==> config.mk <==
export PLATFORM = sky130hd
export DESIGN_NAME = ram2_ctrl
export DESIGN_NICKNAME = d
export VERILOG_FILES = /design/src/rtl/ram2_ctrl.sv
export SDC_FILE = /design/constraint.sdc
export NUM_CORES = 1
export LEC_CHECK = 0
export ABC_AREA = 1
export BUFFER_PORTS_ARGS = -buffer_cell sky130_fd_sc_hd__buf_4
export CAP_MARGIN = 20
export CORE_ASPECT_RATIO = 2
export CORE_MARGIN = 5
export CORE_UTILIZATION = 50
export CTS_CLUSTER_SIZE = 30
export DETAILED_ROUTE_END_ITERATION = 10
export PLACE_DENSITY = 0.91
export RECOVER_POWER = 25
export SLEW_MARGIN = 20
export SYNTH_ARGS = -nofsm -noshare
export SYNTH_HDL_FRONTEND = slang
export SYNTH_SLANG_ARGS = --single-unit
==> constraint.sdc <==
create_clock -name clk -period 3.1 [get_ports clk]
set_clock_uncertainty 0.05 [all_clocks]
set_input_delay 0 -clock clk [delete_from_list [all_inputs] [get_ports clk]]
set_output_delay 0 -clock clk [all_outputs]
set_load 0.01 [all_outputs]
==> src/rtl/ram2_ctrl.sv <==
// Arbitrating IF/MEM access sequencer in front of the RAM2 SRAM driver (IDLE -> ACCESS -> DONE).
// Define RAM2_POSTED_WR_EN to add a one-entry posted write buffer for MEM writes.
module ram2_ctrl #(
  parameter int unsigned ADDR_W       = 18,
  parameter int unsigned DATA_W       = 16,
  parameter int unsigned STARVE_LIMIT = 4
) (
  input  logic              clk,
  input  logic              rst,
  input  logic              if_req,
  input  logic [ADDR_W-1:0] if_addr,
  output logic              if_ack,
  output logic [DATA_W-1:0] if_rdata,
  input  logic              mem_req,
  input  logic              mem_we,
  input  logic [ADDR_W-1:0] mem_addr,
  input  logic [DATA_W-1:0] mem_wdata,
  output logic              mem_ack,
  output logic [DATA_W-1:0] mem_rdata,
  output logic [ADDR_W-1:0] ram_addr,
  output logic [DATA_W-1:0] ram_data,
  output logic              ram_read,
  input  logic [DATA_W-1:0] ram_rdata,
  output logic              busy
);

  typedef enum logic [1:0] {IDLE, ACCESS, DONE} state_t;
  typedef enum logic [1:0] {OWN_IF, OWN_MEM, OWN_WB} owner_t;

  localparam logic [3:0] LIMIT = 4'(STARVE_LIMIT);

  state_t            state_q, state_d;
  owner_t            owner_q, owner_d;
  logic [ADDR_W-1:0] ram_addr_q, ram_addr_d;
  logic [DATA_W-1:0] ram_data_q, ram_data_d;
  logic              ram_read_q, ram_read_d;
  logic              if_ack_q, if_ack_d;
  logic [DATA_W-1:0] if_rdata_q, if_rdata_d;
  logic              mem_ack_q, mem_ack_d;
  logic [DATA_W-1:0] mem_rdata_q, mem_rdata_d;
  logic [3:0]        starve_cnt_q, starve_cnt_d;
  logic [DATA_W-1:0] rd_cap_q, rd_cap_d;
`ifdef RAM2_POSTED_WR_EN
  logic              wb_valid_q, wb_valid_d;
  logic [ADDR_W-1:0] wb_addr_q, wb_addr_d;
  logic [DATA_W-1:0] wb_data_q, wb_data_d;
`endif

  always_comb begin
    state_d      = state_q;
    owner_d      = owner_q;
    ram_addr_d   = ram_addr_q;
    ram_data_d   = ram_data_q;
    ram_read_d   = ram_read_q;
    if_ack_d     = 1'b0;
    if_rdata_d   = if_rdata_q;
    mem_ack_d    = 1'b0;
    mem_rdata_d  = mem_rdata_q;
    starve_cnt_d = starve_cnt_q;
`ifdef RAM2_POSTED_WR_EN
    wb_valid_d   = wb_valid_q;
    wb_addr_d    = wb_addr_q;
    wb_data_d    = wb_data_q;
`endif
    unique case (state_q)
      IDLE: begin
        if (!if_req) starve_cnt_d = '0;
`ifdef RAM2_POSTED_WR_EN
        // A buffered write drains before anything else so MEM ordering holds without forwarding.
        if (wb_valid_q) begin
          state_d    = ACCESS;
          owner_d    = OWN_WB;
          ram_addr_d = wb_addr_q;
          ram_data_d = wb_data_q;
          ram_read_d = 1'b1;
        end else
`endif
        if (mem_req && !(if_req && starve_cnt_q == LIMIT)) begin
          if (if_req) starve_cnt_d = (starve_cnt_q < LIMIT) ? starve_cnt_q + 4'd1 : LIMIT;
`ifdef RAM2_POSTED_WR_EN
          // Posting reuses DONE as the ack cycle, so the held request is ignored there.
          if (mem_we) begin
            wb_valid_d = 1'b1;
            wb_addr_d  = mem_addr;
            wb_data_d  = mem_wdata;
            mem_ack_d  = 1'b1;
            owner_d    = OWN_MEM;
            state_d    = DONE;
          end else
`endif
          begin
            state_d    = ACCESS;
            owner_d    = OWN_MEM;
            ram_addr_d = mem_addr;
            ram_read_d = mem_we;
            if (mem_we) ram_data_d = mem_wdata;
          end
        end else if (if_req) begin
          starve_cnt_d = '0;
          state_d      = ACCESS;
          owner_d      = OWN_IF;
          ram_addr_d   = if_addr;
          ram_read_d   = 1'b0;
        end
      end
      ACCESS: begin
        state_d = DONE;
        unique case (owner_q)
          OWN_IF: begin
            if_ack_d   = 1'b1;
            if_rdata_d = rd_cap_q;
          end
          OWN_MEM: begin
            mem_ack_d = 1'b1;
            if (!ram_read_q) mem_rdata_d = rd_cap_q;
          end
          default: begin
`ifdef RAM2_POSTED_WR_EN
            wb_valid_d = 1'b0;
`endif
          end
        endcase
      end
      DONE: begin
        state_d    = IDLE;
        ram_read_d = 1'b0;
      end
      default: state_d = IDLE;
    endcase
  end

  always_comb begin
    rd_cap_d = rd_cap_q;
    if (state_q == ACCESS && !ram_read_q) rd_cap_d = ram_rdata;
  end

  always_ff @(posedge clk or posedge rst) begin
    if (rst) begin
      state_q      <= IDLE;
      owner_q      <= OWN_IF;
      ram_addr_q   <= '0;
      ram_data_q   <= '0;
      ram_read_q   <= 1'b0;
      if_ack_q     <= 1'b0;
      if_rdata_q   <= '0;
      mem_ack_q    <= 1'b0;
      mem_rdata_q  <= '0;
      starve_cnt_q <= '0;
`ifdef RAM2_POSTED_WR_EN
      wb_valid_q   <= 1'b0;
      wb_addr_q    <= '0;
      wb_data_q    <= '0;
`endif
    end else begin
      state_q      <= state_d;
      owner_q      <= owner_d;
      ram_addr_q   <= ram_addr_d;
      ram_data_q   <= ram_data_d;
      ram_read_q   <= ram_read_d;
      if_ack_q     <= if_ack_d;
      if_rdata_q   <= if_rdata_d;
      mem_ack_q    <= mem_ack_d;
      mem_rdata_q  <= mem_rdata_d;
      starve_cnt_q <= starve_cnt_d;
`ifdef RAM2_POSTED_WR_EN
      wb_valid_q   <= wb_valid_d;
      wb_addr_q    <= wb_addr_d;
      wb_data_q    <= wb_data_d;
`endif
    end
  end

  // Read data is sampled mid-access, after the driver has had the clk-high half to strobe OE.
  always_ff @(negedge clk or posedge rst) begin
    if (rst) rd_cap_q <= '0;
    else     rd_cap_q <= rd_cap_d;
  end

  assign if_ack    = if_ack_q;
  assign if_rdata  = if_rdata_q;
  assign mem_ack   = mem_ack_q;
  assign mem_rdata = mem_rdata_q;
  assign ram_addr  = ram_addr_q;
  assign ram_data  = ram_data_q;
  assign ram_read  = ram_read_q;
`ifdef RAM2_POSTED_WR_EN
  assign busy = (state_q != IDLE) || wb_valid_q;
`else
  assign busy = (state_q != IDLE);
`endif

endmodule
# Word-level counts from Yosys, hierarchy flattened
# Cells that the tools add are included.
# op_classes
add_sub_neg,1
order_cmp,1
eq_ne,5
n_mux,17
bitwise_logic,1
reduce_logical,15
# ops
operator,count
18-bit two-way mux,2
4-bit two-way mux,3
2-bit two-way mux,4
1-bit two-way mux,6
2-bit AND reduction,3
3-bit AND reduction,2
2-bit nonzero test,3
4-bit by 1-bit adder with 4-bit output (second input constant),1
2-bit by 1-bit equality test with 1-bit output (second input constant),2
4-bit by 3-bit equality test with 1-bit output (second input constant),1
2-bit logical NOT,2
4-bit by 3-bit < comparator with 1-bit output (second input constant),1
2-bit one-hot mux with 2 select lines,1
1-bit logical AND,3
3-bit inequality test (second input constant),1
2-bit equality test (second input constant),1
1-bit logical NOT,2
1-bit one-hot mux with 2 select lines,1
1-bit NOT,1
# word_totals
regBits,93
out_inout_bits,70

# Logic depth before layout (Yosys ltp)
# Gate-level depths: netlist of the first run.
# depth
word_depth,6
mapped_depth,10
mapped_depth_nobuf,9

==> metrics.log, run 1 <==
INFO  metric run_status = finished clean
INFO  metric rsz0062_at_grt = false
INFO  metric instances_no_fill = 750
INFO  metric clock_tree.root_cell = clkbuf_16
INFO  metric floorplan.initialDensity = 0.510
INFO  metric report.final.hold_viol_count = 0
INFO  metric area_growth_syn_to_layout = 45.4%
INFO  metric most-common-layout-cells = nand2_1, buf_4, dfrtp_1
INFO  metric worst_ir_drop_vdd = 0.504 mV
INFO  metric min_hold_slack = about 0.024 ns
INFO  metric finalNetCount = 724
INFO  metric cts.reportedPaths.clkPinSlew = 0.08 ns
INFO  metric place_hpwl = 7330 um
INFO  metric finalPower = roughly 5.4 mW
INFO  metric die_height = about 140 um
INFO  metric final_common_cell = nand2_1
INFO  metric first_global_vias = 4297
INFO  metric postSynthAreaPerCell = 8.93 sq um
INFO  metric antenna_found_initial = 0
INFO  metric synth_area = 0.00402 sq mm
INFO  metric synthCells = 450
INFO  metric buffer_ports.inserted = 142
INFO  metric synth.net_count = 525
INFO  metric postLayoutCoreUtil = 0.741
INFO  metric firstDrtPassIters = 6
INFO  metric placeable_core_area = 0.00789 sq mm
INFO  metric synthesis.yosys.warnings = 0
INFO  metric dp.cells = roughly 670
INFO  metric total_inserted_antenna_cells = 0
INFO  metric hold_class = in -> reg
INFO  metric die-width = 73.4 um
INFO  metric finalWorstPathRequiredPeriod = 2.84 ns
INFO  metric post_cts.repair.setup_buffers = 0
INFO  metric htree_num_levels = 3
INFO  metric count_of_different_cell_masters_after_synthesis = 23
INFO  metric cts.path.max_buffers = 2
INFO  metric largest_net_degree_at_the_start_of_global_routing = 52
INFO  metric routabilityCongestion = 0.747
INFO  metric dieArea = approximately 0.01 sq mm
INFO  metric slew_headroom = 0.351
INFO  metric worstSkewPairLatency = 0.33 ns
INFO  metric reg2regPathDepth = 5
INFO  metric clock_tree_from_tritoncts = built
INFO  metric routed_wire_length_per_instance = 18.0 um
INFO  metric p_leak = 2.96 nW
INFO  metric routed_wl = 13500 um
INFO  metric timing.fmax = 354 MHz
INFO  metric ant_nets = 0
INFO  metric wire_length_of_the_first_global_routing_pass = between 20000 and 25000 um
INFO  metric min_period_over_period = 0.915
INFO  metric seq_area_frac_synth = 0.573
INFO  metric transition_time_at_the_pin_with_the_least_slew_margin = 0.971 ns
INFO  metric worstPathRequired = between 1.5 and 2 ns
INFO  metric layout-drive-gt1-share = 0.206
INFO  metric setup_viol_count_final = 0
INFO  metric synth-seq-cells = 92
INFO  metric drc = 0
INFO  metric max-cap-violations = 0
INFO  metric synthDominantCellAreaShare = 0.473
INFO  metric synth.largest_area_cell = dfrtp_1
INFO  metric timing.hold.worst_path_depth = 3
INFO  metric layout.filler_cells = ~550
INFO  metric setup.worst_path.start_class = flip-flop
INFO  metric power_dens_cells = 928 mW/mm^2
INFO  metric cts_made_buffers = 9
INFO  metric critPathCaptureType = flip-flop
INFO  metric rows = 46
INFO  metric clock_sink_count = 92
INFO  metric top_level_ports = 143
INFO  metric worstPathMaxFanout = 33
INFO  metric worst_ep_arrival_time = 1.41 ns
INFO  metric drv_slew = 0
INFO  metric critPathKind = reg -> reg
INFO  metric synth_area_leaders = dfrtp_1, nand2_1, dfrtn_1, inv_1, nand3_1
INFO  metric grt-ovfl-total = 0
INFO  metric drt_iter0_drc = ~300
INFO  metric vias = 4125
INFO  metric via_per_inst = 5.50
INFO  metric timing.setup.tns = 0 ns
INFO  metric gr-usage-all-layers = 0.281
==> synthesized netlist by cell type <==
library cell and instances:
ha_1 2, nand4_1 16, o22ai_1 2, nand4_4 1, nor2_4 2, nor2_1 6
inv_1 61, buf_4 3, nand2_2 2, nor3_1 1, buf_6 7, inv_2 6
dfrtp_1 76, o21ai_0 35, o21ai_2 16, nand3_1 38, clkbuf_1 4, nor2_8 1
buf_2 10, nor2_2 2, nand2_1 142, dfrtn_1 16, o21ai_1 1
==> flip-flops by register name, summed over array words and instances (netlist names) <==
| register | flops |
|---|---|
| if_ack | 1 |
| if_rdata | 16 |
| mem_ack | 1 |
| mem_rdata | 16 |
| owner_q | 1 |
| ram_addr | 18 |
| ram_data | 16 |
| ram_read | 1 |
| rd_cap_q | 16 |
| starve_cnt_q | 4 |
| state_q | 2 |
==> what timing repair did <==
item	4_1_cts	5_1_grt
hold endpoints to repair	52	0
hold buffers	66	0
resized for setup	0	0
==> worst max-delay path: stages, from the launching register on <==
cell     delay, ns
dfrtp_1       0.40
nor2_1        0.22
inv_2         0.08
nor2_4        0.11
buf_12        0.18
o21ai_0       0.09
==> power breakdown <==
group | total [mW] | leakage, nW | switching, mW | internal (mW)
Sequential | 2.08 | 1.16 | 0.324 | 1.76
Clock | 1.16 | 0.153 | 0.458 | 0.704
Combinational | 2.18 | 1.64 | 1.36 | 0.815
Total | 5.42 | 2.96 | 2.14 | 3.28
==> logic make-up after synthesis <==
group,after synthesis,synth area share
buffers and inverters,91,0.104
adders and majority gates,2,0.00623
and+or+nand+nor,211,0.234
DFF,92,0.573
AOI/OAI and AO/OA,54,0.0828
==> metal layers <==
metal / part of all wire / vias to the layer above / track usage / wire length, um
met1: 0.33 / 1944 / 0.317 / 4490
met2: 0.51 / 297 / 0.467 / 6960
met4: 0.058 / 0 / 0.171 / 778
met5: 0 / - / 0 / 0
met3: 0.095 / 79 / 0.0699 / 1290
li1: - / 1805 / - / -
==> final cells by class <==
class	count	area [sq um]	share of cell area
Timing Repair Buffer	212	1560	0.267
Clock buffer	9	225	0.0386
Tap cell	96	120	0.0206
Inverter	67	255	0.0437
Clock inverter	7	90.1	0.0154
Sequential cell	92	2300	0.394
Multi-Input combinational cell	267	1290	0.221
==> per-stage QoR <==
step	area [sq um]	setup WS, ns
after global placement	5080	0.404
after detailed placement	5080	0.329
final	5840	0.262
after CTS	6060	0.316
after floorplan	4020	0.398
after global routing	5840	0.108
==> worst paths after layout <==
kind                                  to  slack (ns)           from
setup / recovery             rd_cap_q[8]        0.26     state_q[1]
hold / removal               ram_data[6]        0.02         mem_we
setup reg to reg             rd_cap_q[8]        0.26     state_q[1]
hold reg to reg            mem_rdata[11]        0.43  mem_rdata[11]
max in group asynchronous    rd_cap_q[5]        0.83            rst
min in group asynchronous    if_rdata[8]        0.29            rst
No activity file was read; power rests on OpenSTA's default activity.
==> inputs of run 2 (changes only) <==
Settings changed: CORE_UTILIZATION 50 to 45, PLACE_DENSITY 0.91 to 0.87.
Clock period 3.1 ns to 2.3 ns, I/O delays scaled along.
==> metrics.log, run 2 (synthesis results as in run 1) <==
INFO  metric run_status = finished, violations left (was finished clean)
INFO  metric violations = negative setup slack
INFO  metric cts.reportedPaths.clkPinSlew = 0.07 ns (was 0.08 ns)
INFO  metric dp.cells = 683 (was 668)
INFO  metric p_comb_frac = 0.460 (was 0.401)
INFO  metric instances_no_fill = 779 (was 750)
INFO  metric top_level_ports = 143 (unchanged)
INFO  metric critPathSlowestCell = dfrtp_1 (unchanged)
INFO  metric power_dens_cells = 1280 mW/mm^2 (was 928 mW/mm^2)
INFO  metric worst_ep_arrival_time = 1.39 ns (was 1.41 ns)
INFO  metric cts_made_buffers = 9 (unchanged)
INFO  metric area_growth_syn_to_layout = 59.7% (was 45.4%)
INFO  metric rows = 48 (was 46)
INFO  metric largest_net_degree_at_the_start_of_global_routing = 37 (was 52)
INFO  metric power.share.switching = 0.384 (was 0.395)
INFO  metric finalPower = 8.23 mW (was 5.42 mW)
INFO  metric routed_wire_length_per_instance = 18.4 um (was 18.0 um)
INFO  metric switching_power = 3.16 mW (was 2.14 mW)
INFO  metric place_hpwl = 7860 um (was 7330 um)
INFO  metric layout.filler_cells = 531 (was 551)
INFO  metric routabilityCongestion = 0.807 (was 0.747)
INFO  metric antenna_found_initial = 3 (was 0)
INFO  metric vias = 4181 (was 4125)
INFO  metric finalNetCount = 746 (was 724)
INFO  metric critical_path_buf_inv_count = 4 (was 2)
INFO  metric hold_class = in -> reg (unchanged)
INFO  metric drt_iter0_drc = 323 (was 302)
INFO  metric place_worst_setup_slack = -0.0830 ns (was 0.329 ns)
INFO  metric gr-usage-all-layers = 0.248 (was 0.281)
INFO  metric worstPathMaxFanout = 8 (was 33)
INFO  metric clock_tree.root_cell = clkbuf_16 (unchanged)
INFO  metric final_common_cell = buf_4 (was nand2_1)
INFO  metric ant_nets = 0 (unchanged)
INFO  metric p_leak = 3.35 nW (was 2.96 nW)
INFO  metric die_height = 144 um (was 137 um)
INFO  metric setup_viol_count_final = 16 (was 0)
INFO  metric sequentialPowerShare = 0.343 (was 0.384)
INFO  metric timing.setup.tns = -1.32 ns (was 0 ns)
INFO  metric drc = 0 (unchanged)
INFO  metric clock_tree_from_tritoncts = built (unchanged)
INFO  metric slew_headroom = 0.507 (was 0.351)
INFO  metric firstDrtPassIters = 7 (was 6)
INFO  metric r2r-start = state_q[0] (was state_q[1])
INFO  metric share_clk_of_total_power = 0.197 (was 0.214)
INFO  metric timing.critical_path.from = state_q[0] (was state_q[1])
INFO  metric wire_length_of_the_first_global_routing_pass = 21600 um (was 21400 um)
INFO  metric crit_chain = inv_2, nor2_4, inv_2, nor2_4, buf_12, buf_16, nand2_2, o21ai_2 (was nor2_1, inv_2, nor2_4, buf_12, o21ai_0)
INFO  metric grt-ovfl-total = 0 (unchanged)
INFO  metric critPathKind = reg -> reg (unchanged)
INFO  metric worst_ir_drop_vdd = 0.663 mV (was 0.504 mV)
INFO  metric placeable_core_area = 0.00871 sq mm (was 0.00789 sq mm)
INFO  metric layout_setup_ws = -0.0963 ns (was 0.262 ns)
INFO  metric htree_num_levels = 3 (unchanged)
INFO  metric die-width = 76.8 um (was 73.4 um)
INFO  metric worstPathRequired = 1.30 ns (was 1.67 ns)
INFO  metric transition_time_at_the_pin_with_the_least_slew_margin = 0.738 ns (was 0.971 ns)
INFO  metric dieArea = 0.0110 sq mm (was 0.0100 sq mm)
INFO  metric setup.worst_path.start_class = flip-flop (unchanged)
INFO  metric layout-drive-gt1-share = 0.349 (was 0.206)
INFO  metric floorplan.initialDensity = 0.461 (was 0.510)
INFO  metric most-common-layout-cells = buf_4, nand2_1, dfrtp_1 (was nand2_1, buf_4, dfrtp_1)
INFO  metric worstSkewPairLatency = 0.34 ns (was 0.33 ns)
INFO  metric internal-power = 5.07 mW (was 3.28 mW)
INFO  metric sequential_cell_area = 0.00230 sq mm (unchanged)
INFO  metric critPathCaptureType = flip-flop (unchanged)
INFO  metric max-cap-violations = 0 (unchanged)
INFO  metric routed_wl = 14300 um (was 13500 um)
INFO  metric largest_register_ff_count = 18 (unchanged)
INFO  metric critical_path.top_delay_family = buffers and inverters (was flip-flops)
INFO  metric multi_input_area = 0.00142 sq mm (was 0.00129 sq mm)
INFO  metric first_global_vias = 4343 (was 4297)
INFO  metric timing.hold.worst.start = if_req (was mem_we)
INFO  metric drv_slew = 0 (unchanged)
INFO  metric rsz0062_at_grt = true (was false)
INFO  metric clock_sink_count = 92 (unchanged)
INFO  metric report.final.hold_viol_count = 0 (unchanged)
INFO  metric via_per_inst = 5.37 (was 5.50)
INFO  metric buffer_ports.inserted = 142 (unchanged)
INFO  metric cp_slowest_stage_delay = 0.39 ns (was 0.40 ns)
INFO  metric cts.path.max_buffers = 2 (unchanged)
-- run 2: changes by cell type in the layout (fill, tap and decap cells not counted), sizes merged --
cell	before	now
buf	90	163
clkbuf	65	11
diode	0	3
dlygate4sd3	66	69
clkinv	3	1
inv	67	68
nor2	11	12
-- run 2: power by group through the flow --
stage,clock (mW),sequential [mW],combinational [mW]
global placement,0,2.76,2.88
floorplan,0,2.99,1.39
detailed placement,0,2.79,3.02
global route,1.70,2.89,4.08
finish,1.62,2.82,3.78
CTS,1.62,2.77,3.54
-- run 2: layout make-up --
cell class	instances	area share
well taps	100	0.0195
clock buffers	10	0.0357
repair buffers	233	0.309
flip-flops and latches	92	0.359
multi-input cells	268	0.221
diodes	3	0.00117
clock inverters	6	0.0146
inverters	67	0.0398
-- run 2: worst register-to-register path: cells and delay by family (launching register included) --
kind,cells,cell delay [ns]
buffers and inverters,4,0.44
flip-flops,1,0.39
AND/OR/NAND/NOR,3,0.16
AO/OA/AOI/OAI,1,0.05
-- run 2: path summary, 6_finish.rpt --
check | to | slack (ns) | depth (start not counted)
max | rd_cap_q[10] | -0.1 | 8
min | starve_cnt_q[0] | 0.007 | 5
max reg2reg | rd_cap_q[10] | -0.1 | 8
min reg2reg | ram_addr[12] | 0.44 | 2
max in group asynchronous | rd_cap_q[7] | 0.42 | 3
min in group asynchronous | mem_rdata[13] | 0.29 | 3
-- run 2: per-layer routing --
metal	track usage	share of wire	wire, um
met3	0.0546	0.064	924
met5	0	0	0
met1	0.253	0.33	4800
met2	0.459	0.56	8040
met4	0.135	0.040	578
-- run 2: repair_timing --
| item | CTS | global route |
|---|---|---|
| gates resized for setup | 33 | 18 |
| pin swaps | 1 | 2 |
| hold endpoints to repair | 47 | 0 |
| setup endpoints to repair | 16 | 42 |
| buffers inserted | 4 | 1 |
| hold buffers | 69 | 0 |
| gates cloned | 2 | 1 |
-- run 2: through the flow --
| step | hold slack [ns] | cell area (sq um) | util |
|---|---|---|---|
| 2_1_floorplan | 0.101 | 4020 | - |
| 3_3_place_gp | 0.0961 | 5170 | 0.594 |
| 3_5_place_dp | 0.107 | 5170 | 0.594 |
| 4_1_cts | 0.00335 | 6330 | 0.726 |
| 5_1_grt | 0.0675 | 6420 | 0.737 |
| 6_report | 0.00714 | 6420 | 0.737 |
==> inputs of run 3 (changes only) <==
Settings changed: CORE_ASPECT_RATIO 2 to 1.25.
==> metrics.log, run 3 (synthesis results as in run 1) <==
INFO  metric top_level_ports = 143 (unchanged)
INFO  metric run_status = finished, violations left (unchanged)
INFO  metric htree_num_levels = 3 (unchanged)
INFO  metric clock_tree_from_tritoncts = built (unchanged)
INFO  metric holdPathEnd = ram_read (was starve_cnt_q[0])
INFO  metric reg2reg_slack = -0.04 ns (was -0.1 ns)
INFO  metric drt_iter0_drc = 209 (was 323)
INFO  metric clock_sink_count = 92 (unchanged)
INFO  metric layout_setup_ws = -0.0381 ns (was -0.0963 ns)
INFO  metric p_leak = 3.19 nW (was 3.35 nW)
INFO  metric antenna_found_initial = 1 (was 3)
INFO  metric floorplan.initialDensity = 0.462 (was 0.461)
INFO  metric drc = 0 (unchanged)
INFO  metric report.final.hold_viol_count = 0 (unchanged)
INFO  metric timing.hold.worst_path_depth = 3 (was 5)
INFO  metric critPathSlowestCell = dfrtp_1 (unchanged)
INFO  metric critical_path.top_delay_family = flip-flops (was buffers and inverters)
INFO  metric worst_ir_drop_vdd = 0.559 mV (was 0.663 mV)
INFO  metric layout.filler_cells = 638 (was 531)
INFO  metric largest_register_ff_count = 18 (unchanged)
INFO  metric cp_slowest_stage_delay = 0.42 ns (was 0.39 ns)
INFO  metric worst_ep_arrival_time = 1.33 ns (was 1.39 ns)
INFO  metric final_common_cell = buf_4 (unchanged)
INFO  metric worstPathMaxFanout = 24 (was 8)
INFO  metric r2r_end = rd_cap_q[12] (was rd_cap_q[10])
INFO  metric clock_tree.root_cell = clkbuf_8 (was clkbuf_16)
INFO  metric place_hpwl = 7470 um (was 7860 um)
INFO  metric violations = negative setup slack (unchanged)
INFO  metric buffer_ports.inserted = 142 (unchanged)
INFO  metric die-width = 94.5 um (was 76.8 um)
INFO  metric cp_dominant_cell_by_count = nor2_4
INFO  metric setup.worst_path.start_class = flip-flop (unchanged)
INFO  metric routed_wl = 12100 um (was 14300 um)
INFO  metric largest_net_degree_at_the_start_of_global_routing = 38 (was 37)
INFO  metric r2r-start = state_q[1] (was state_q[0])
INFO  metric via_per_inst = 4.97 (was 5.37)
INFO  metric most-common-layout-cells = buf_4, nand2_1, dfrtp_1 (unchanged)
INFO  metric first_global_vias = 4021 (was 4343)
INFO  metric crit_chain = nor2_4, inv_2, nor2_4, buf_12, o21ai_1 (was inv_2, nor2_4, inv_2, nor2_4, buf_12, buf_16, nand2_2, o21ai_2)
INFO  metric timing.hold.worst.start = mem_we (was if_req)
INFO  metric ant_nets = 0 (unchanged)
INFO  metric cts.path.max_buffers = 2 (unchanged)
INFO  metric hold_class = in -> reg (unchanged)
INFO  metric setup_viol_count_final = 16 (unchanged)
INFO  metric drv_slew = 0 (unchanged)
INFO  metric placeable_core_area = 0.00870 sq mm (was 0.00871 sq mm)
INFO  metric firstDrtPassIters = 5 (was 7)
INFO  metric routabilityCongestion = 0.793 (was 0.807)
INFO  metric critical_path_buf_inv_count = 2 (was 4)
INFO  metric worstPathRequired = 1.29 ns (was 1.30 ns)
INFO  metric die_height = 116 um (was 144 um)
INFO  metric slew_headroom = 0.573 (was 0.507)
INFO  metric worstSkewPairLatency = 0.36 ns (was 0.34 ns)
INFO  metric sequential_cell_area = 0.00230 sq mm (unchanged)
INFO  metric critPathCaptureType = flip-flop (unchanged)
INFO  metric rsz0062_at_grt = true (unchanged)
INFO  metric critPathKind = reg -> reg (unchanged)
INFO  metric cts.reportedPaths.clkPinSlew = 0.09 ns (was 0.07 ns)
INFO  metric multi_input_area = 0.00131 sq mm (was 0.00142 sq mm)
INFO  metric layout-drive-gt1-share = 0.302 (was 0.349)
INFO  metric power_dens_cells = 1170 mW/mm^2 (was 1280 mW/mm^2)
INFO  metric cts_made_buffers = 9 (unchanged)
INFO  metric max-cap-violations = 0 (unchanged)
INFO  metric transition_time_at_the_pin_with_the_least_slew_margin = 0.640 ns (was 0.738 ns)
INFO  metric reg2regPathDepth = 5 (was 8)
INFO  metric finalNetCount = 739 (was 746)
INFO  metric area_growth_syn_to_layout = 52.8% (was 59.7%)
INFO  metric timing.setup.tns = -0.431 ns (was -1.32 ns)
INFO  metric routed_wire_length_per_instance = 15.2 um (was 18.4 um)
INFO  metric gr-usage-all-layers = 0.225 (was 0.248)
INFO  metric dieArea = 0.0109 sq mm (was 0.0110 sq mm)
INFO  metric rows = 38 (was 48)
INFO  metric finalPower = 7.19 mW (was 8.23 mW)
INFO  metric grt-ovfl-total = 0 (unchanged)
INFO  metric timing.critical_path.from = state_q[1] (was state_q[0])
INFO  metric vias = 3940 (was 4181)
INFO  metric wire_length_of_the_first_global_routing_pass = 19100 um (was 21600 um)
-- run 3: cell types whose count changed in the layout (fill, tap and decap cells not counted), moves of 7 or more --
| cell | delta |
|---|---|
| buf_4 | -7 |
| clkbuf_16 | -9 |
| clkbuf_8 | +11 |
| nand2_1 | +16 |
| nand2_2 | -10 |
| o21ai_2 | -9 |
-- run 3: layout make-up --
| class | count | area share |
|---|---|---|
| Tap cell | 120 | 0.0245 |
| Clock buffer | 12 | 0.0253 |
| Sequential cell | 92 | 0.375 |
| Inverter | 67 | 0.0416 |
| Antenna cell | 3 | 0.00122 |
| Clock inverter | 4 | 0.00897 |
| Multi-Input combinational cell | 267 | 0.213 |
| Timing Repair Buffer | 227 | 0.311 |
-- run 3: worst max-delay path by stage --
stage,end,depth (start not counted)
final,rd_cap_q[12],5
after global routing,rd_cap_q[9],5
after CTS,rd_cap_q[1],5
after detailed placement,rd_cap_q[12],5
after global placement,rd_cap_q[14],5
after floorplan,rd_cap_q[0],5
-- run 3: tightest hold or removal path, cell delays in order --
cell and delay [ns]:
buf_4 0.19, nand4_4 0.23, o21ai_0 0.11
-- run 3: timing repair --
item	CTS	global route
hold endpoints to repair	49	0
gates cloned	0	0
buffers inserted	0	1
setup endpoints to repair	16	50
resized for setup	0	17
hold buffers	71	0
-- run 3: where the power goes --
group | internal (mW) | total (mW) | switching [mW]
Combinational | 1.51 | 3.27 | 1.75
Sequential | 2.37 | 2.78 | 0.410
Clock | 0.568 | 1.14 | 0.576
Total | 4.45 | 7.19 | 2.74
-- run 3: per-stage QoR --
| step | utilization | instances | worst slack, ns | cell area (sq um) | hold slack (ns) |
|---|---|---|---|---|---|
| global placement | 0.595 | 701 | 0.0348 | 5180 | 0.0826 |
| finish | 0.705 | 792 | -0.0381 | 6140 | 0.168 |
| detailed placement | 0.595 | 701 | -0.0360 | 5180 | 0.0762 |
| global route | 0.705 | 790 | -0.134 | 6130 | 0.180 |
| CTS | 0.701 | 788 | -0.0773 | 6100 | 0.146 |
| floorplan | - | 450 | 0.00402 | 4020 | 0.101 |
-- run 3: per-layer routing --
metal  part of all wire  routed length (um)  global-route usage
met4              0.044                 526               0.123
met2               0.52                6230               0.387
met3              0.065                 786              0.0500
met1               0.37                4520               0.260
met5                  0                   0                   0
